## config.mk

```make
export PLATFORM = sky130hd
export DESIGN_NAME = dmem_responder_flat
export DESIGN_NICKNAME = d
export VERILOG_FILES = /design/src/rtl/dmem_pkg.sv /design/src/rtl/dmem_responder_if.sv /design/src/rtl/dmem_responder_rr_arbiter.sv /design/src/rtl/dmem_responder.sv /design/src/flat_wrapper.sv
export SDC_FILE = /design/constraint.sdc
export NUM_CORES = 2
export LEC_CHECK = 0
export CORE_ASPECT_RATIO = 1.75
export CORE_MARGIN = 5
export CORE_UTILIZATION = 67
export DETAILED_ROUTE_END_ITERATION = 16
export GPL_TIMING_DRIVEN = 0
export HOLD_SLACK_MARGIN = 0.1
export PLACE_DENSITY = 0.84
export RECOVER_POWER = 50
export SKIP_LAST_GASP = 1
export SYNTH_ARGS = -nofsm -noshare
export SYNTH_HDL_FRONTEND = slang
export SYNTH_SLANG_ARGS = --single-unit
export TNS_END_PERCENT = 30
```

## constraint.sdc

```tcl
create_clock -name clk -period 6.9 [get_ports clk]
set_input_delay 1.725 -clock clk [delete_from_list [all_inputs] [get_ports clk]]
set_output_delay 1.725 -clock clk [all_outputs]
set_load 0.1 [all_outputs]
```

## src/rtl/dmem_pkg.sv

```systemverilog
// rtl/dmem_pkg.sv - shared types and constants for the data-memory responder
package dmem_pkg;

  typedef enum logic [1:0] {
    IDLE   = 2'd0,
    ACCESS = 2'd1,
    RESP   = 2'd2
  } state_t;

  localparam int DEF_NUM_CORES = 4;
  localparam int DEF_DATA_W    = 16;
  localparam int DEF_ADDR_W    = 16;
  localparam int DEF_DEPTH     = 256;
  localparam int XACT_W        = 16;

  // Low bit of core idx's field inside a flattened per-core bus.
  function automatic int slice_lo(input int idx, input int width);
    return idx * width;
  endfunction

endpackage

```

## src/rtl/dmem_responder_if.sv

```systemverilog
// rtl/dmem_responder_if.sv - core-side data-memory bus shared by all cores
interface dmem_responder_if
  import dmem_pkg::*;
#(
  parameter int NUM_CORES = DEF_NUM_CORES,
  parameter int DATA_W    = DEF_DATA_W,
  parameter int ADDR_W    = DEF_ADDR_W
) ();

  logic [NUM_CORES-1:0]        req_valid;
  logic [NUM_CORES-1:0]        req_we;
  logic [NUM_CORES*ADDR_W-1:0] req_addr;
  logic [NUM_CORES*DATA_W-1:0] req_wdata;
  logic [NUM_CORES-1:0]        gnt;
  logic [NUM_CORES-1:0]        resp_valid;
  logic [DATA_W-1:0]           resp_rdata;
  logic                        busy;
  logic [XACT_W-1:0]           xact_count;

  modport master (
    output req_valid, req_we, req_addr, req_wdata,
    input  gnt, resp_valid, resp_rdata, busy, xact_count
  );

  modport slave (
    input  req_valid, req_we, req_addr, req_wdata,
    output gnt, resp_valid, resp_rdata, busy, xact_count
  );

endinterface

```

## src/rtl/dmem_responder_rr_arbiter.sv

```systemverilog
// rtl/dmem_responder_rr_arbiter.sv - combinational round-robin pick starting after last grant
module rr_arbiter #(
  parameter int N = 4
) (
  input  logic [N-1:0]         req,
  input  logic [$clog2(N)-1:0] last,
  output logic [N-1:0]         grant,
  output logic [$clog2(N)-1:0] grant_idx,
  output logic                 any
);

  localparam int IW = $clog2(N);

  logic [IW-1:0] cand;

  always_comb begin
    grant     = '0;
    grant_idx = '0;
    any       = 1'b0;
    cand      = '0;
    // k = N wraps back to last itself, so a lone requester always wins.
    for (int k = 1; k <= N; k++) begin
      cand = IW'((int'(last) + k) % N);
      if (!any && req[cand]) begin
        any         = 1'b1;
        grant[cand] = 1'b1;
        grant_idx   = cand;
      end
    end
  end

endmodule

```

## src/rtl/dmem_responder.sv

```systemverilog
// rtl/dmem_responder.sv - arbitrated single-port data memory shared by several cores
module dmem_responder
  import dmem_pkg::*;
#(
  parameter int NUM_CORES = DEF_NUM_CORES,
  parameter int DATA_W    = DEF_DATA_W,
  parameter int ADDR_W    = DEF_ADDR_W,
  parameter int DEPTH     = DEF_DEPTH
) (
  input  logic             clk,
  input  logic             rst_n,
  dmem_responder_if.slave  bus
);

  localparam int IDX_W = $clog2(DEPTH);
  localparam int CW    = $clog2(NUM_CORES);

  state_t               state, state_n;
  logic [CW-1:0]        last_grant;
  logic [CW-1:0]        win_q;
  logic                 we_q;
  logic [IDX_W-1:0]     idx_q;
  logic [DATA_W-1:0]    wdata_q;
  logic [NUM_CORES-1:0] win_oh;

  logic [NUM_CORES-1:0] arb_grant;
  logic [CW-1:0]        arb_idx;
  logic                 arb_any;

  logic [DATA_W-1:0]    mem [DEPTH];

  rr_arbiter #(.N(NUM_CORES)) u_arb (
    .req       (bus.req_valid),
    .last      (last_grant),
    .grant     (arb_grant),
    .grant_idx (arb_idx),
    .any       (arb_any)
  );

  always_ff @(posedge clk or negedge rst_n) begin
    if (!rst_n) begin
      state <= IDLE;
    end else begin
      state <= state_n;
    end
  end

  always_comb begin
    state_n = state;
    case (state)
      IDLE:    if (arb_any) state_n = ACCESS;
      ACCESS:  state_n = RESP;
      RESP:    state_n = IDLE;
      default: state_n = IDLE;
    endcase
  end

  always_comb begin
    win_oh        = '0;
    win_oh[win_q] = 1'b1;
  end

  always_ff @(posedge clk or negedge rst_n) begin
    if (!rst_n) begin
      bus.gnt        <= '0;
      bus.resp_valid <= '0;
      bus.resp_rdata <= '0;
      bus.busy       <= 1'b0;
      bus.xact_count <= '0;
      last_grant     <= CW'(NUM_CORES - 1);
      win_q          <= '0;
      we_q           <= 1'b0;
      idx_q          <= '0;
      wdata_q        <= '0;
    end else begin
      bus.gnt        <= '0;
      bus.resp_valid <= '0;
      bus.busy       <= (state_n != IDLE);
      case (state)
        IDLE: begin
          if (arb_any) begin
            win_q   <= arb_idx;
            we_q    <= bus.req_we[arb_idx];
            // Upper address bits are dropped: the RAM aliases modulo DEPTH.
            idx_q   <= bus.req_addr[slice_lo(int'(arb_idx), ADDR_W) +: IDX_W];
            wdata_q <= bus.req_wdata[slice_lo(int'(arb_idx), DATA_W) +: DATA_W];
            bus.gnt <= arb_grant;
          end
        end
        ACCESS: begin
          bus.resp_rdata <= we_q ? wdata_q : mem[idx_q];
          bus.resp_valid <= win_oh;
        end
        RESP: begin
          last_grant     <= win_q;
          bus.xact_count <= bus.xact_count + 1'b1;
        end
        default: ;
      endcase
    end
  end

  // Write only commits from ACCESS, so a reset during ACCESS leaves RAM untouched.
  always_ff @(posedge clk) begin
    if (state == ACCESS && we_q) begin
      mem[idx_q] <= wdata_q;
    end
  end

endmodule
```

## src/flat_wrapper.sv

```systemverilog
// flat-port wrapper written by rule: the top's interface ports become plain ports
module dmem_responder_flat import dmem_pkg::*;
#(
  parameter int NUM_CORES = DEF_NUM_CORES,
  parameter int DATA_W    = DEF_DATA_W,
  parameter int ADDR_W    = DEF_ADDR_W,
  parameter int DEPTH     = DEF_DEPTH
)
  (clk, rst_n, bus_req_valid, bus_req_we, bus_req_addr, bus_req_wdata, bus_gnt, bus_resp_valid, bus_resp_rdata, bus_busy, bus_xact_count);
  dmem_responder_if #(.NUM_CORES(NUM_CORES), .DATA_W(DATA_W), .ADDR_W(ADDR_W)) bus_i ();
  input  logic clk;
  input  logic rst_n;
  input wire logic [$bits(bus_i.req_valid)-1:0] bus_req_valid;
  input wire logic [$bits(bus_i.req_we)-1:0] bus_req_we;
  input wire logic [$bits(bus_i.req_addr)-1:0] bus_req_addr;
  input wire logic [$bits(bus_i.req_wdata)-1:0] bus_req_wdata;
  output wire logic [$bits(bus_i.gnt)-1:0] bus_gnt;
  output wire logic [$bits(bus_i.resp_valid)-1:0] bus_resp_valid;
  output wire logic [$bits(bus_i.resp_rdata)-1:0] bus_resp_rdata;
  output wire logic [$bits(bus_i.busy)-1:0] bus_busy;
  output wire logic [$bits(bus_i.xact_count)-1:0] bus_xact_count;
  assign bus_i.req_valid = bus_req_valid;
  assign bus_i.req_we = bus_req_we;
  assign bus_i.req_addr = bus_req_addr;
  assign bus_i.req_wdata = bus_req_wdata;
  assign bus_gnt = bus_i.gnt;
  assign bus_resp_valid = bus_i.resp_valid;
  assign bus_resp_rdata = bus_i.resp_rdata;
  assign bus_busy = bus_i.busy;
  assign bus_xact_count = bus_i.xact_count;
  dmem_responder #(.NUM_CORES(NUM_CORES), .DATA_W(DATA_W), .ADDR_W(ADDR_W), .DEPTH(DEPTH)) u_core (.clk(clk), .rst_n(rst_n), .bus(bus_i));
endmodule
```

==> results.yml, run 1 <==
outcome:
  outcome: "did not finish"
  haltStage: "global routing (5_1_grt)"
  error: "[ERROR GRT-0116] Global routing finished with congestion. Check the congestion regions in the DRC Viewer."
cts:
  cts_sinks: 4168
  clockRootBuffer: "clkbuf_16"
  clk_path_buf_depth: 4
  postCtsSetupBuffers: 0
  cts-hold-fix-buffers: 0
  htreeDepth: 5
  cts_buffers: 349
placed_design:
  gp_congestion: 1.09
  port_buffers: 146
  dp_cells: 11100
  dp.final_hpwl_um: 509000
floorplanning:
  boundaryPins: 179
  dieWidth_um: 381
  start_util_pct: 67.3
  die_h_um: 660
  rows: 238
yosys:
  ys.flop_type: "edfxtp_1"
  ys_seq_elements: 4168
  synth_most_common_cell: "edfxtp_1"
  avgSynthCellArea_um2: 21.6
  synthArstFlopShare_pct: 1.73
  yosys_warnings: 0
  synth_fp_nets: 7653
  synthTopCellsByArea: "edfxtp_1 76%, mux4_2 14%, mux2i_1 2.2%, dfrtp_1 1.1%, nand2_1 0.85%"
  synthCells: 7506
  synth_top_area_cell: "edfxtp_1"
  synth.distinct_cells: 75
  yosysSeqAreaShare_pct: 77.1
  synthTopCellsByCount: "4,096 x edfxtp_1, 985 x mux4_2, 368 x nand2_1"
  synth-edff-count: 4096
  syn-cell-area_um2: 162000
  synth_top_area_share_pct: 76.0
grt:
  grt_overflow: 8
  grt_max_degree: 103
  grt_pass1_vias: 110000
  grt.total_usage_pct: 69.2
  grt_pass1_wl_um: 1120000
## what timing repair did
action | in CTS
resized for setup | 1
setup endpoints to repair | 34
hold endpoints to repair | 0
## metal layers
metal,GRT overflow,track usage [%]
met1,0,67.0
met2,6,89.0
met3,1,50.8
met4,1,70.4
met5,0,26.2
## metrics by stage
stage	cell area, um^2	hold slack [ps]	setup slack (ps)
floorplan	162000	473	2900
global placement	167000	459	-1670
detailed placement	174000	478	-18.1
CTS	186000	491	-37.5
## cell families after synthesis
family / count (synthesis) / share of synthesized area, %
simple gates: 899 / 2.46
buf+inv: 456 / 1.61
mux: 1375 / 16.2
fa+ha+maj: 9 / 0.0696
compound gates: 584 / 2.47
xor+xnor: 15 / 0.0812
flops: 4168 / 77.1
==> run 2: changes to the inputs <==
--- a/config.mk
+++ b/config.mk
@@ -5,13 +5,11 @@
 export SDC_FILE = /design/constraint.sdc
 export NUM_CORES = 2
 export LEC_CHECK = 0
-export CORE_ASPECT_RATIO = 1.75
 export CORE_MARGIN = 5
-export CORE_UTILIZATION = 67
+export CORE_UTILIZATION = 40
 export DETAILED_ROUTE_END_ITERATION = 16
 export GPL_TIMING_DRIVEN = 0
-export HOLD_SLACK_MARGIN = 0.1
-export PLACE_DENSITY = 0.84
+export PLACE_DENSITY_LB_ADDON = 0.15
 export RECOVER_POWER = 50
 export SKIP_LAST_GASP = 1
 export SYNTH_ARGS = -nofsm -noshare
==> results.yml, run 2 <==
outcome:
  outcome: "finished with violations"
  failed_checks: "max-capacitance violations, max-slew violations, negative setup slack"
cts:
  htreeDepth: 5
  clk-insertion-delay-late_ps: 1020
  clockRootBuffer: "clkbuf_16"
  cts_sinks: 4168
  cts-hold-fix-buffers: 0
  cts_tree: "yes"
  postCtsSetupBuffers: 0
  cts_buffers: 437
  clk_pin_slew_ps: 60
  clk_path_buf_depth: 4
layout:
  final_common_cell: "edfxtp_1"
  final_cell_mix: "4,096 x edfxtp_1, 985 x mux4_2, 440 x clkbuf_16"
  largest_register_ffs: 4096
  fin_cells: 14200
  top_register: "u_core.mem"
  finalNetCount: 8548
  post-route-util_pct: 47.3
  area_growth_pct: 17.9
  drive_above_1_share_pct: 28.8
routing:
  drc: 0
  drt_iter0_markers: 16600
  wl_per_cell_um: 48.1
  avgViaCountPerCell: 6.46
  wl_um: 685000
  detail-route-antenna-nets: 0
  route.vias.total: 92000
  first_pass_iters: 9
timing:
  fin_ws_ps: -425
  finalSetupViolCount: 546
  fin_skew_ps: 64.7
  worstMarginPinSlew_ps: 4850
  rsz0062_at_grt: "yes"
  min_period_ps: 7320
  max_freq_ghz: 0.137
  setup-tns-final_ps: -62840
  holdWs_ps: 497
  slew_violations: 4227
  hold_viol: 0
  fin_crit_sh_pct: 106
  slew_headroom_pct: -224
yosys:
  synth_most_common_cell: "edfxtp_1"
  ys.flop_type: "edfxtp_1"
  synth_fp_nets: 7653
  yosysSeqAreaShare_pct: 77.1
  synth.distinct_cells: 75
  synth_top_area_cell: "edfxtp_1"
  synthArstFlopShare_pct: 1.73
  synthTopCellsByArea: "edfxtp_1 76%, mux4_2 14%, mux2i_1 2.2%, dfrtp_1 1.1%, nand2_1 0.85%"
  synth_top_area_share_pct: 76.0
  avgSynthCellArea_um2: 21.6
  synthCells: 7506
  ys_seq_elements: 4168
  yosys_warnings: 0
  synthTopCellsByCount: "4,096 x edfxtp_1, 985 x mux4_2, 368 x nand2_1"
  synth-edff-count: 4096
  syn-cell-area_um2: 162000
grt:
  grt_pass1_wl_um: 874000
  antenna_found_initial: 97
  grt_overflow: 0
  grt_max_degree: 102
  grt.total_usage_pct: 32.2
  grt_pass1_vias: 86600
floorplanning:
  dieWidth_um: 646
  die_h_um: 646
  die_area_um2: 417000
  rows: 233
  boundaryPins: 179
  core_um2: 403000
  start_util_pct: 40.2
placed_design:
  dp_cells: 13400
  port_buffers: 146
  dp_slack_ps: -282
  dp.final_hpwl_um: 472000
  gp_congestion: 1.00
power_and_ir_drop:
  ir_drop_mv: 0.292
  power_density_nw_per_um2: 480
  p_leak_uw: 0.0601
setup_path:
  path_buf_inv: 7
  crit_type: "reg2reg"
  crit_path_top_delay_cell: "buf_2"
  crit_family: "buffers and inverters"
  crit_chain: "buf_2, buf_4, buf_2, buf_4, buf_2, buf_2, nand4_1, buf_2, nor2_4"
  startpoint_type: "register"
  cp_max_fo: 16
  crit_arrival_ps: 7960
  r2r-start: "u_core.idx_q[1]$_DFFE_PN0P_"
  cpMostUsedCell: "buf_2"
  worstRegToRegCells: 9
  cp.required_ps: 7530
  r2r_setup_slack_ps: -420
  crit_path_max_incr_delay_ps: 1010
  endpoint_kind: "register"
  r2r-end: "u_core.mem[255][4]$_DFFE_PP_"
hold_path:
  hold_depth: 1
  hold_class: "reg2reg"
  min_to: "u_core.bus.xact_count[15]$_DFFE_PN0N_"
  worst_hold_startpoint: "u_core.bus.xact_count[15]$_DFFE_PN0N_"
job:
  drv_cap: 66
[run 2: worst max path at each step]
stage	slack [ps]	endpoint	start	depth (start not counted)
6_report	-420	u_core.mem[255][4]$_DFFE_PP_	u_core.idx_q[1]$_DFFE_PN0P_	9
5_1_grt	30	u_core.bus.resp_rdata[9]$_DFFE_PN0P_	u_core.idx_q[1]$_DFFE_PN0P_	11
4_1_cts	-150	u_core.mem[70][14]$_DFFE_PP_	u_core.idx_q[1]$_DFFE_PN0P_	11
3_5_place_dp	-280	u_core.mem[206][4]$_DFFE_PP_	u_core.idx_q[1]$_DFFE_PN0P_	11
3_3_place_gp	-2220	u_core.mem[92][4]$_DFFE_PP_	u_core.wdata_q[4]$_DFFE_PN0P_	0
2_1_floorplan	2900	u_core.mem[0][0]$_DFFE_PP_	u_core.wdata_q[0]$_DFFE_PN0P_	0
[run 2: kinds of logic (layout without fill, tap and decap cells)]
logic type,after synthesis,after routing,synth area share [%]
DFF,4168,4168,77.1
muxes,1375,1375,16.2
and+or+nand+nor,899,899,2.46
AOI/OAI and AO/OA,584,584,2.47
buffers and inverters,456,1718,1.61
xor gates and xnor gates,15,15,0.0812
adders and majority gates,9,9,0.0696
other,0,75,0
[run 2: where the power goes]
| part | switching, uW | internal (uW) |
|---|---|---|
| clock | 10300 | 13700 |
| combinational | 25500 | 8580 |
| sequential | 987 | 32400 |
| total | 36800 | 54700 |
[run 2: worst reg2reg max path, stage by stage, from the launching register on]
cell     delay (ps)
dfrtp_1         320
buf_2           250
buf_4           380
buf_2          1010
buf_4           700
buf_2           930
buf_2           590
nand4_1         960
buf_2           840
nor2_4          930
[run 2: through the flow]
step / total power, uW / cell area [um^2]
final: 91500 / 191000
after global routing: 92200 / 191000
after CTS: 90200 / 192000
after detailed placement: 66500 / 177000
after global placement: 66900 / 170000
after floorplan: 48500 / 162000
[run 2: area by class of cell]
type	instances	area, um^2
fillers	33300	212000
flip-flops and latches	4168	125000
multi-input cells	2882	35500
clock buffers	535	11400
well taps	5405	6760
repair buffers	457	6480
clock inverters	271	3020
plain buffers	443	2610
diodes	75	188
inverters	12	47.5
[run 2: per-layer routing]
layer,GRT usage [%],part of all wire (%)
met1,41.2,36
met5,0.549,0.085
met2,46.4,43
met3,12.1,13
met4,20.4,7.6
[run 2: timing repair]
item	4_1_cts	5_1_grt
endpoints found under the setup margin	164	148
gates resized for setup	2	2
hold endpoints to repair	0	0
Power figures use the tool's default switching activity.
